**src/rtl/mem_pkg.sv**
```systemverilog
// -----------------------------------------------------------------------------
// mem_pkg
// Shared definitions for the memory-stage load/store unit: bus size codes,
// byte-strobe patterns, the FSM state type, the registered request payload and
// small helpers for size normalisation and alignment checking.
// -----------------------------------------------------------------------------
package mem_pkg;

    // Bus / instruction size codes (code 3 is reserved and behaves as a word)
    localparam logic [1:0] SZ_BYTE = 2'd0;
    localparam logic [1:0] SZ_HALF = 2'd1;
    localparam logic [1:0] SZ_WORD = 2'd2;

    // Byte-strobe patterns
    localparam logic [3:0] WSTRB_NONE = 4'b0000;
    localparam logic [3:0] WSTRB_LO   = 4'b0011;
    localparam logic [3:0] WSTRB_HI   = 4'b1100;
    localparam logic [3:0] WSTRB_ALL  = 4'b1111;

    typedef enum logic [2:0] {
        ST_IDLE,
        ST_REQ,
        ST_WAIT,
        ST_DONE,
        ST_DRAIN_REQ,
        ST_DRAIN_DATA
    } state_e;

    // Everything the bus sees for one transaction, plus what the load
    // extractor needs once the data returns.
    typedef struct packed {
        logic        wr;
        logic [1:0]  size;
        logic        uns;
        logic [31:0] addr;
        logic [31:0] wdata;
        logic [3:0]  wstrb;
    } req_t;

    function automatic logic [1:0] norm_size(input logic [1:0] size);
        return (size == 2'd3) ? SZ_WORD : size;
    endfunction

    function automatic logic misaligned(input logic [1:0] size, input logic [1:0] addr_lo);
        logic bad;
        case (norm_size(size))
            SZ_HALF: bad = addr_lo[0];
            SZ_WORD: bad = (addr_lo != 2'b00);
            default: bad = 1'b0;
        endcase
        return bad;
    endfunction

endpackage

```
**src/rtl/mem_access_unit_if.sv**
```systemverilog
// -----------------------------------------------------------------------------
// mem_access_unit_if
// SRAM-like data bus between the load/store unit (master) and memory (slave).
//   data_req/data_wr/data_size/data_addr/data_wdata/data_wstrb : request side
//   data_addr_ok : address accepted      data_data_ok : data phase complete
//   data_rdata   : read data, valid with data_data_ok
// -----------------------------------------------------------------------------
interface mem_access_unit_if;
    logic        data_req;
    logic        data_wr;
    logic [1:0]  data_size;
    logic [31:0] data_addr;
    logic [31:0] data_wdata;
    logic [3:0]  data_wstrb;
    logic        data_addr_ok;
    logic        data_data_ok;
    logic [31:0] data_rdata;

    modport master (
        output data_req, data_wr, data_size, data_addr, data_wdata, data_wstrb,
        input  data_addr_ok, data_data_ok, data_rdata
    );

    modport slave (
        input  data_req, data_wr, data_size, data_addr, data_wdata, data_wstrb,
        output data_addr_ok, data_data_ok, data_rdata
    );
endinterface

```
**src/rtl/load_align.sv**
```systemverilog
// -----------------------------------------------------------------------------
// load_align
// Combinational lane select and sign/zero extension of bus read data.
//   addr_lo : byte offset of the access     size : SZ_* code
//   uns     : zero-extend when set          rdata : raw 32-bit bus word
//   result  : aligned, extended load value
// -----------------------------------------------------------------------------
module load_align
    import mem_pkg::*;
(
    input  logic [1:0]  addr_lo,
    input  logic [1:0]  size,
    input  logic        uns,
    input  logic [31:0] rdata,
    output logic [31:0] result
);
    logic [7:0]  byte_lane;
    logic [15:0] half_lane;

    always_comb begin
        // NOTE: every output of a combinational block gets a value on every
        // path (defaults first), otherwise synthesis infers a latch.
        byte_lane = rdata[7:0];
        case (addr_lo)
            2'd1:    byte_lane = rdata[15:8];
            2'd2:    byte_lane = rdata[23:16];
            2'd3:    byte_lane = rdata[31:24];
            default: byte_lane = rdata[7:0];
        endcase
        half_lane = addr_lo[1] ? rdata[31:16] : rdata[15:0];

        case (norm_size(size))
            SZ_BYTE: result = {{24{~uns & byte_lane[7]}}, byte_lane};
            SZ_HALF: result = {{16{~uns & half_lane[15]}}, half_lane};
            default: result = rdata;
        endcase
    end
endmodule

```
**src/rtl/mem_access_unit.sv**
```systemverilog
// -----------------------------------------------------------------------------
// mem_access_unit
// Memory-stage load/store unit. Turns each aligned load/store in M into one
// bus transaction, flags misaligned accesses instead of issuing them, stalls
// the pipeline while a transaction is outstanding and drains transactions
// whose instruction was flushed so the bus protocol is never broken.
//   clk, rst (async, active-low)
//   mem_en_M/mem_wr_M/mem_size_M/mem_unsigned_M/addr_M/wdata_M : M-stage access
//   flush_M : kill the instruction in M   hold_M : M/W stalled elsewhere
//   stall_mem : to hazard unit            rdata_M : aligned load result
//   adel/ades/badvaddr : misaligned load/store and the faulting address
//   bus : data bus master port
// -----------------------------------------------------------------------------
module mem_access_unit
    import mem_pkg::*;
(
    input  logic        clk,
    input  logic        rst,
    input  logic        mem_en_M,
    input  logic        mem_wr_M,
    input  logic [1:0]  mem_size_M,
    input  logic        mem_unsigned_M,
    input  logic [31:0] addr_M,
    input  logic [31:0] wdata_M,
    input  logic        flush_M,
    input  logic        hold_M,
    output logic        stall_mem,
    output logic [31:0] rdata_M,
    output logic        adel,
    output logic        ades,
    output logic [31:0] badvaddr,
    mem_access_unit_if.master bus
);
    state_e      state, state_nxt;
    req_t        req_q, req_new, req_out;
    logic [31:0] cap_q, load_res;
    logic [1:0]  size_n;
    logic        mis, issue;

    assign size_n = norm_size(mem_size_M);
    assign mis    = mem_en_M & misaligned(mem_size_M, addr_M[1:0]);

    // NOTE: rst gates the issue term directly so that an access held in M
    // while reset is low cannot raise data_req through the combinational path.
    assign issue = rst & (state == ST_IDLE) & mem_en_M & ~mis & ~flush_M;

    assign adel     = rst & mis & ~mem_wr_M;
    assign ades     = rst & mis & mem_wr_M;
    assign badvaddr = (adel | ades) ? addr_M : 32'h0;

    // Payload as it would be issued from the current M-stage inputs
    always_comb begin
        req_new       = '0;
        req_new.wr    = mem_wr_M;
        req_new.size  = size_n;
        req_new.uns   = mem_unsigned_M;
        req_new.addr  = addr_M;
        case (size_n)
            SZ_BYTE: begin
                req_new.wstrb = 4'b0001 << addr_M[1:0];
                req_new.wdata = {4{wdata_M[7:0]}};
            end
            SZ_HALF: begin
                req_new.wstrb = addr_M[1] ? WSTRB_HI : WSTRB_LO;
                req_new.wdata = {2{wdata_M[15:0]}};
            end
            default: begin
                req_new.wstrb = WSTRB_ALL;
                req_new.wdata = wdata_M;
            end
        endcase
        if (!mem_wr_M) req_new.wstrb = WSTRB_NONE;
    end

    // Extraction uses the registered payload: M may already hold a different
    // instruction by the time the data returns.
    load_align u_load_align (
        .addr_lo (req_q.addr[1:0]),
        .size    (req_q.size),
        .uns     (req_q.uns),
        .rdata   (bus.data_rdata),
        .result  (load_res)
    );

    always_ff @(posedge clk or negedge rst) begin
        if (!rst) begin
            state <= ST_IDLE;
            req_q <= '0;
            cap_q <= '0;
        end else begin
            // NOTE: sequential state always uses non-blocking assignment so
            // every register samples pre-edge values regardless of order.
            state <= state_nxt;
            if (issue) req_q <= req_new;
            if (state == ST_WAIT && bus.data_data_ok && !flush_M && !req_q.wr)
                cap_q <= load_res;
        end
    end

    always_comb begin
        state_nxt    = state;
        bus.data_req = 1'b0;
        stall_mem    = 1'b0;
        req_out      = req_q;
        case (state)
            ST_IDLE: begin
                if (issue) begin
                    req_out      = req_new;
                    bus.data_req = 1'b1;
                    stall_mem    = 1'b1;
                    state_nxt    = bus.data_addr_ok ? ST_WAIT : ST_REQ;
                end
            end
            ST_REQ: begin
                bus.data_req = 1'b1;
                stall_mem    = 1'b1;
                // data_ok cannot precede acceptance, so only addr_ok counts here
                if (bus.data_addr_ok) state_nxt = flush_M ? ST_DRAIN_DATA : ST_WAIT;
                else if (flush_M)     state_nxt = ST_DRAIN_REQ;
            end
            ST_WAIT: begin
                stall_mem = 1'b1;
                if (bus.data_data_ok) state_nxt = flush_M ? ST_IDLE : ST_DONE;
                else if (flush_M)     state_nxt = ST_DRAIN_DATA;
            end
            ST_DONE: begin
                if (flush_M || !hold_M) state_nxt = ST_IDLE;
            end
            ST_DRAIN_REQ: begin
                bus.data_req = 1'b1;
                stall_mem    = mem_en_M;
                if (bus.data_addr_ok) state_nxt = ST_DRAIN_DATA;
            end
            ST_DRAIN_DATA: begin
                stall_mem = mem_en_M;
                if (bus.data_data_ok) state_nxt = ST_IDLE;
            end
            default: state_nxt = ST_IDLE;
        endcase
    end

    assign bus.data_wr    = req_out.wr;
    assign bus.data_size  = req_out.size;
    assign bus.data_addr  = req_out.addr;
    assign bus.data_wdata = req_out.wdata;
    assign bus.data_wstrb = req_out.wstrb;
    assign rdata_M        = cap_q;
endmodule

```
**src/flat_wrapper.sv**
```systemverilog
// flat-port wrapper written by rule: the top's interface ports become plain ports
module mem_access_unit_flat import mem_pkg::*;
  (clk, rst, mem_en_M, mem_wr_M, mem_size_M, mem_unsigned_M, addr_M, wdata_M, flush_M, hold_M, stall_mem, rdata_M, adel, ades, badvaddr, bus_data_req, bus_data_wr, bus_data_size, bus_data_addr, bus_data_wdata, bus_data_wstrb, bus_data_addr_ok, bus_data_data_ok, bus_data_rdata);
  mem_access_unit_if bus_i ();
  input  logic clk;
  input  logic rst;
  input  logic mem_en_M;
  input  logic mem_wr_M;
  input  logic [1:0] mem_size_M;
  input  logic mem_unsigned_M;
  input  logic [31:0] addr_M;
  input  logic [31:0] wdata_M;
  input  logic flush_M;
  input  logic hold_M;
  output logic stall_mem;
  output logic [31:0] rdata_M;
  output logic adel;
  output logic ades;
  output logic [31:0] badvaddr;
  output wire logic [$bits(bus_i.data_req)-1:0] bus_data_req;
  output wire logic [$bits(bus_i.data_wr)-1:0] bus_data_wr;
  output wire logic [$bits(bus_i.data_size)-1:0] bus_data_size;
  output wire logic [$bits(bus_i.data_addr)-1:0] bus_data_addr;
  output wire logic [$bits(bus_i.data_wdata)-1:0] bus_data_wdata;
  output wire logic [$bits(bus_i.data_wstrb)-1:0] bus_data_wstrb;
  input wire logic [$bits(bus_i.data_addr_ok)-1:0] bus_data_addr_ok;
  input wire logic [$bits(bus_i.data_data_ok)-1:0] bus_data_data_ok;
  input wire logic [$bits(bus_i.data_rdata)-1:0] bus_data_rdata;
  assign bus_data_req = bus_i.data_req;
  assign bus_data_wr = bus_i.data_wr;
  assign bus_data_size = bus_i.data_size;
  assign bus_data_addr = bus_i.data_addr;
  assign bus_data_wdata = bus_i.data_wdata;
  assign bus_data_wstrb = bus_i.data_wstrb;
  assign bus_i.data_addr_ok = bus_data_addr_ok;
  assign bus_i.data_data_ok = bus_data_data_ok;
  assign bus_i.data_rdata = bus_data_rdata;
  mem_access_unit u_core (.clk(clk), .rst(rst), .mem_en_M(mem_en_M), .mem_wr_M(mem_wr_M), .mem_size_M(mem_size_M), .mem_unsigned_M(mem_unsigned_M), .addr_M(addr_M), .wdata_M(wdata_M), .flush_M(flush_M), .hold_M(hold_M), .stall_mem(stall_mem), .rdata_M(rdata_M), .adel(adel), .ades(ades), .badvaddr(badvaddr), .bus(bus_i));
endmodule
```
**config.mk**
```make
export PLATFORM = sky130hd
export DESIGN_NAME = mem_access_unit_flat
export DESIGN_NICKNAME = d
export VERILOG_FILES = /design/src/rtl/mem_pkg.sv /design/src/rtl/mem_access_unit_if.sv /design/src/rtl/load_align.sv /design/src/rtl/mem_access_unit.sv /design/src/flat_wrapper.sv
export SDC_FILE = /design/constraint.sdc
export NUM_CORES = 1
export LEC_CHECK = 0
export BUFFER_PORTS_ARGS = -buffer_cell sky130_fd_sc_hd__buf_2
export CAP_MARGIN = 20
export CORE_MARGIN = 5
export CORE_UTILIZATION = 52
export CTS_CLUSTER_SIZE = 16
export DETAILED_ROUTE_END_ITERATION = 10
export PLACE_DENSITY = 0.83
export SYNTH_ARGS = -nofsm -noshare
export SYNTH_HDL_FRONTEND = slang
export SYNTH_SLANG_ARGS = --single-unit
export TNS_END_PERCENT = 10
```
**constraint.sdc**
```tcl
create_clock -name clk -period 4.9 [get_ports clk]
set_clock_uncertainty 0.1 [all_clocks]
set_input_delay 0.245 -clock clk [delete_from_list [all_inputs] [get_ports clk]]
set_output_delay 0.245 -clock clk [all_outputs]
set_load 0.1 [all_outputs]
```
Yosys cells after proc, flatten, opt, wreduce, memory -nomap -nowiden

Index checks and enable logic that the tools add are counted.

Equality and inequality tests: 19
Shift-type cells: 1
Muxes and demuxes: 27
Bitwise operators: 15
Reduce and logical (&&, ||, !) cells: 15

Operators by type and width:

| operator              | count |
|---|---|
| $mux W72              | 2 |
| $pmux W36 S2          | 1 |
| $pmux W32 S2          | 1 |
| $mux W32              | 1 |
| $mux W3               | 9 |
| $pmux W8 S3           | 1 |
| $pmux W3 S6           | 1 |
| $mux W16              | 1 |
| $and A1 B1 Y1         | 10 |
| $eq A2 B2 Y1 const B  | 5 |
| $mux W2               | 4 |
| $mux W4               | 2 |
| $eq A2 B1 Y1 const B  | 3 |
| $eq A3 B2 Y1 const B  | 2 |
| $eq A3 B3 Y1 const B  | 2 |
| $ne A3 B3 Y1 const B  | 2 |
| $reduce_and A6 Y1     | 1 |
| $reduce_or A2 Y1      | 3 |
| $logic_not A2 Y1      | 2 |
| $ne A2 B1 Y1 const B  | 2 |
| $ne A2 B2 Y1 const B  | 2 |
| $not A1 Y1            | 4 |
| $pmux W1 S2           | 2 |
| $shl A1 B2 Y4 const A | 1 |
| other kinds (9)       | 13 |

Bits in registers: 107
Bits of input ports: 107
Output and inout port bits: 139

Depth between registers and ports, before layout

Depth after elaboration: 10
Gate-level depth with buffers: 7

By module

From an unflattened synthesis, not the netlist that was laid out.

Cell total of the unflattened synthesis: 605
Area total of the unflattened synthesis: 6501.2 um^2

By module, submodules not included:

| module          | instances | cells an instance | area each (um^2) | seq. area each (um^2) |
|---|---|---|---|---|
| mem_access_unit | 1         | 472               | 5517.8           | 2677.6 |
| load_align      | 1         | 133               | 983.4            | 0.0 |

Worst setup path before layout

OpenSTA, ideal clock, no wires.

Kind: flip-flop to output port
Start: register u_core.state[0]
End: output port bus_data_size[0]
Data arrival time: 3.932 ns
Slack: 0.623 ns
Cell stages (with the launch flop): 7
Buffers on the path: 3
Cells stage by stage: dfrtp_1 -> clkbuf_1 -> or3_1 -> a2111o_1 -> buf_2 -> buf_2 -> o31ai_1

Longest elaborated chain between the ends: 7

RTL lines:

| element                     | line                                          | RTL |
|---|---|---|
| from (decl)                 | mem_access_unit.sv:34                         | `state_e state, state_nxt;` |
| from (signal assigned)      | mem_access_unit.sv:93                         | `state <= state_nxt;` |
| $logic_not A3 Y1 *          | mem_access_unit.sv:45, mem_access_unit.sv:105 |  |
| $and A1 B1 Y1 (4 in series) | mem_access_unit.sv:45                         | `assign issue = rst & (state == ST_IDLE) & mem_en_M & ~mis & ~flush_M;` |
| $mux W72                    | --                                            |  |
| $mux W72 *                  | mem_access_unit.sv:105                        | `case (state)` |
| to (decl)                   | flat_wrapper.sv:22                            | `output wire logic [$bits(bus_i.data_size)-1:0] bus_data_size;` |

Every way passes the cells marked *; elsewhere a longest branch is shown, timed or not.

Worst setup path after layout

Start: register u_core.state[0]
End: output port bus_data_wdata[8]

Longest elaborated chain between the ends: 7

RTL lines:

| element                     | line                                          | RTL |
|---|---|---|
| $logic_not A3 Y1 *          | mem_access_unit.sv:45, mem_access_unit.sv:105 |  |
| $and A1 B1 Y1 (4 in series) | mem_access_unit.sv:45                         |  |
| $mux W72                    | --                                            |  |
| $mux W72 *                  | mem_access_unit.sv:105                        |  |
| to (decl)                   | flat_wrapper.sv:24                            | `output wire logic [$bits(bus_i.data_wdata)-1:0] bus_data_wdata;` |

Marks and branches as above.

==> flow_results.org <==
** Die
- Vert. Die Dim :: about 110 um
- Std cell rows :: 38
- The die covers between 10000 and 15000 um^2.
- Once the floorplan was initialized, standard cells occupied approximately 53% of the core.
- Die boundary width :: 114.6 um
- During I/O placement, the number of pins put on the boundary was 246.
- Core outline area :: around 11000 um^2

** Setup path
- The largest individual stage delay along the critical path comes from the cell a2111oi_4.
- Of all nets on the critical path, the largest fanout is 66.
- Worst Path Required :: 4.55 ns
- Critical path data arrival time :: roughly 3.4 ns
- Broken down by cell family, the worst path's largest delay share belongs to compound AO/OA/AOI/OAI gates.
- CP peak stage delay :: 0.88 ns
- Critical Path, Cell by Cell :: or3_1, a2111oi_4, buf_12, nor2_1, a21oi_1, buf_2
- Buffer and inverter count on the worst path :: 2
- Critical path launch point type :: flop
- Class of the most critical setup path :: flop to output port
- Worst-case register-to-register setup slack :: about 2.1 ns
- The worst setup path is captured at an output port.

** Synth
- Post-Syn Area :: 5688 um^2
- Seq cells post-synth :: about 110
- Each instance of the synthesized netlist takes up on average 8.137 um^2.
- Of all flip-flops after synthesis, the portion carrying an async set or reset was between 90% and 100%.
- Synthesis handed over a netlist of around 700 instances.
- Most used flip-flop cell after synthesis :: dfrtp_1
- Post-synthesis sequential area ratio :: 47.07%
- Synthesis instantiated between 40 and 50 different standard cells from the library.
- During synthesis, Yosys emitted a total of 0 warnings.
- The number of nets handed over by synthesis was between 800 and 900.
- The synthesized design contains 0 enable-type register cells.

** CTS
- The H-tree was split into 3 levels.
- The number of clock buffers added by TritonCTS is 9.
- Clk buf depth :: 2
- CTS placed an instance of clkbuf_8 at the clock tree root.
- Count of cells resized by post-cts repair :: 0
- TritonCTS built the clock tree.
- Num Clock Sinks :: between 100 and 150
- The clock reaches the later pin of the worst-skew pair after 0.36 ns.
- Clock-pin slew was measured on the worst setup and hold paths at roughly 0.11 ns.

** Final layout
- For this run, the post-layout net count is 1034.
- Layout-stage area growth over the synthesis result :: 28.44%
- The layout has between 900 and 1000 filler cells.
- Fraction of layout cells with a size suffix above 1 :: a little under a third
- The repair_antennas step left the layout with diodes totalling 0.

** Timing
- Final total negative setup slack :: 0 ns
- Worst slew margin relative to its limit :: roughly a quarter
- The worst path uses 76.61% of the clock period.
- The number of max-slew violations in the final report was 0.
- The total count of hold-check failures in the final report came to 0.
- Setup repair after global routing left no endpoint under its margin.
- Setup-failing EPs final :: 0
- Final critical-path required period :: between 3 and 4 ns
- Based on the critical path, the design can be clocked at up to between 0.2 and 0.3 GHz.
- At the pin with the least slew margin, the transition time is ~1.1 ns.

** Global routing
- Maximum number of pins on one net before global-route repair :: 77
- Global-route wire length before repair :: ~27000 um
- The number of antenna violations at the first check in global routing is 0.
- Via count of the first global-routing pass :: 5404
- Overall track demand over capacity in global routing :: between 20 and 30%
- The total overflow left after global routing is 0.

** Detailed routing
- Before antenna repair, the detailed router went through 5 iterations.
- In the routed design, unresolved DRC markers number 0.
- Total routed wirelength :: about 17000 um
- Number of vias per cell :: 5.360
- In the final routed layout, each cell accounts on average for about 16 um.
- Across all layers, the routed design uses roughly 5700 vias.
- The count of nets left with antenna violations once routing finished came out at 0.
- Drt initial violations :: approximately 530

** Status
- Run status :: completed

** Worst hold path
- Type of the worst min-delay path :: primary input to flop

** Placement
- The congestion estimate from routability-driven global placement came to ~0.86.
- Placed wire-length estimate :: 12410 um
- Buffers on Ports :: around 250

** Flow run
- Across the run, the number of max-cap violations was 0.
[flip-flops by register name, summed over array words and instances, names as in the netlist, named ones only]
| signal | count |
|---|---|
| u_core.rdata_M | 32 |
| u_core.req_q | 71 |
| u_core.state | 3 |
[final timing paths]
kind,from,end,depth (start not counted)
setup / recovery,u_core.state[0],bus_data_wdata[8],6
hold / removal,addr_M[2],u_core.req_q[38],3
setup reg to reg,u_core.state[0],u_core.req_q[17],5
hold reg to reg,u_core.req_q[63],u_core.req_q[63],2
max in group asynchronous,rst,u_core.req_q[57],3
min in group asynchronous,rst,u_core.rdata_M[21],2
[layer usage]
metal / up-vias / wire length, um / global-route usage [%] / share of wire [%]
li1: 2791 / - / - / -
met1: 2685 / 6700 / 31.40 / 40
met2: 248 / 8288 / 43.34 / 49
met3: 22 / 1619 / 7.611 / 9.6
met4: 0 / 295 / 6.651 / 1.7
met5: - / 0 / 0 / 0
[metrics by stage]
stage               cells  hold slack [ns]  cell area, um^2  util (%)  setup slack (ns)
finish               1072          0.01770             7306     67.69             1.146
global route         1072         0.006287             7306     67.69            0.9247
CTS                  1072         0.001080             7306     67.69             1.151
detailed placement   1043           0.1062             6978     64.65             1.548
global placement     1043           0.1124             6978     64.65             1.602
floorplan             699          -0.1506             5688         -            0.6232
[cell usage after synthesis, types with 3 or more instances]
| library cell | n | share of area, % |
|---|---|---|
| nand2_1 | 214 | 14 |
| dfrtp_1 | 107 | 47 |
| a21oi_1 | 87 | 7.7 |
| nor2_1 | 61 | 4.0 |
| clkbuf_1 | 35 | 2.3 |
| o21ai_0 | 34 | 3.0 |
| and2_1 | 33 | 3.6 |
| mux2i_1 | 27 | 4.8 |
| nor2b_1 | 17 | 1.9 |
| a21o_1 | 10 | 1.3 |
| buf_2 | 9 | 0.79 |
| a22oi_1 | 7 | 0.92 |
| o221a_2 | 7 | 1.4 |
| a211oi_1 | 4 | 0.53 |
| buf_1 | 4 | 0.26 |
| nand2b_1 | 4 | 0.44 |
| inv_1 | 3 | 0.20 |
| nor3_1 | 3 | 0.26 |
[kinds of logic after synthesis]
logic type / share of synthesized area (%)
AO/OA/AOI/OAI: 17.55
XOR/XNOR: 0.1540
buffers and inverters: 3.563
flip-flops: 47.07
multiplexers: 5.345
AND/OR/NAND/NOR: 26.31
[layout make-up]
class,instances,area (um^2),area share [%]
flip-flops and latches,107,2678,36.65
repair buffers,265,1424,19.49
clock buffers,10,127.6,1.747
multi-input cells,541,2820,38.60
inverters,3,11.26,0.1541
clock inverters,6,70.07,0.9591
well taps,140,175.2,2.398
[worst min-delay path, cell delays in order]
cell,delay [ns]
buf_2,0.09
nand2_1,0.06
nand2_1,0.06
[cell usage in the layout (no fill, tap or decap), types with 2 or more instances in the layout]
master         instances
a21oi_1               87
inv_6                  3
a211oi_1               4
buf_2                244
dfrtp_1              107
o31ai_1                2
o221a_2                7
or3_1                  2
inv_1                  3
or3b_2                 2
buf_4                  7
dlygate4sd3_1         13
nor2b_1               17
o21ai_0               34
clkbuf_8               9
a21o_1                10
mux2i_1               27
nand2b_1               4
nor3_1                 2
a22oi_1                7
nand2_1              214
o21a_1                 2
nor2_1                61
and2_1                33
[timing repair]
| action | CTS | global route |
|---|---|---|
| endpoints found under the hold margin | 43 | 0 |
| setup buffers | 0 | 0 |
| hold buffers | 13 | 0 |
Power is left out: the tool's default activity adds up to more than one toggle a clock period on the data nets, which glitch-free logic cannot reach.
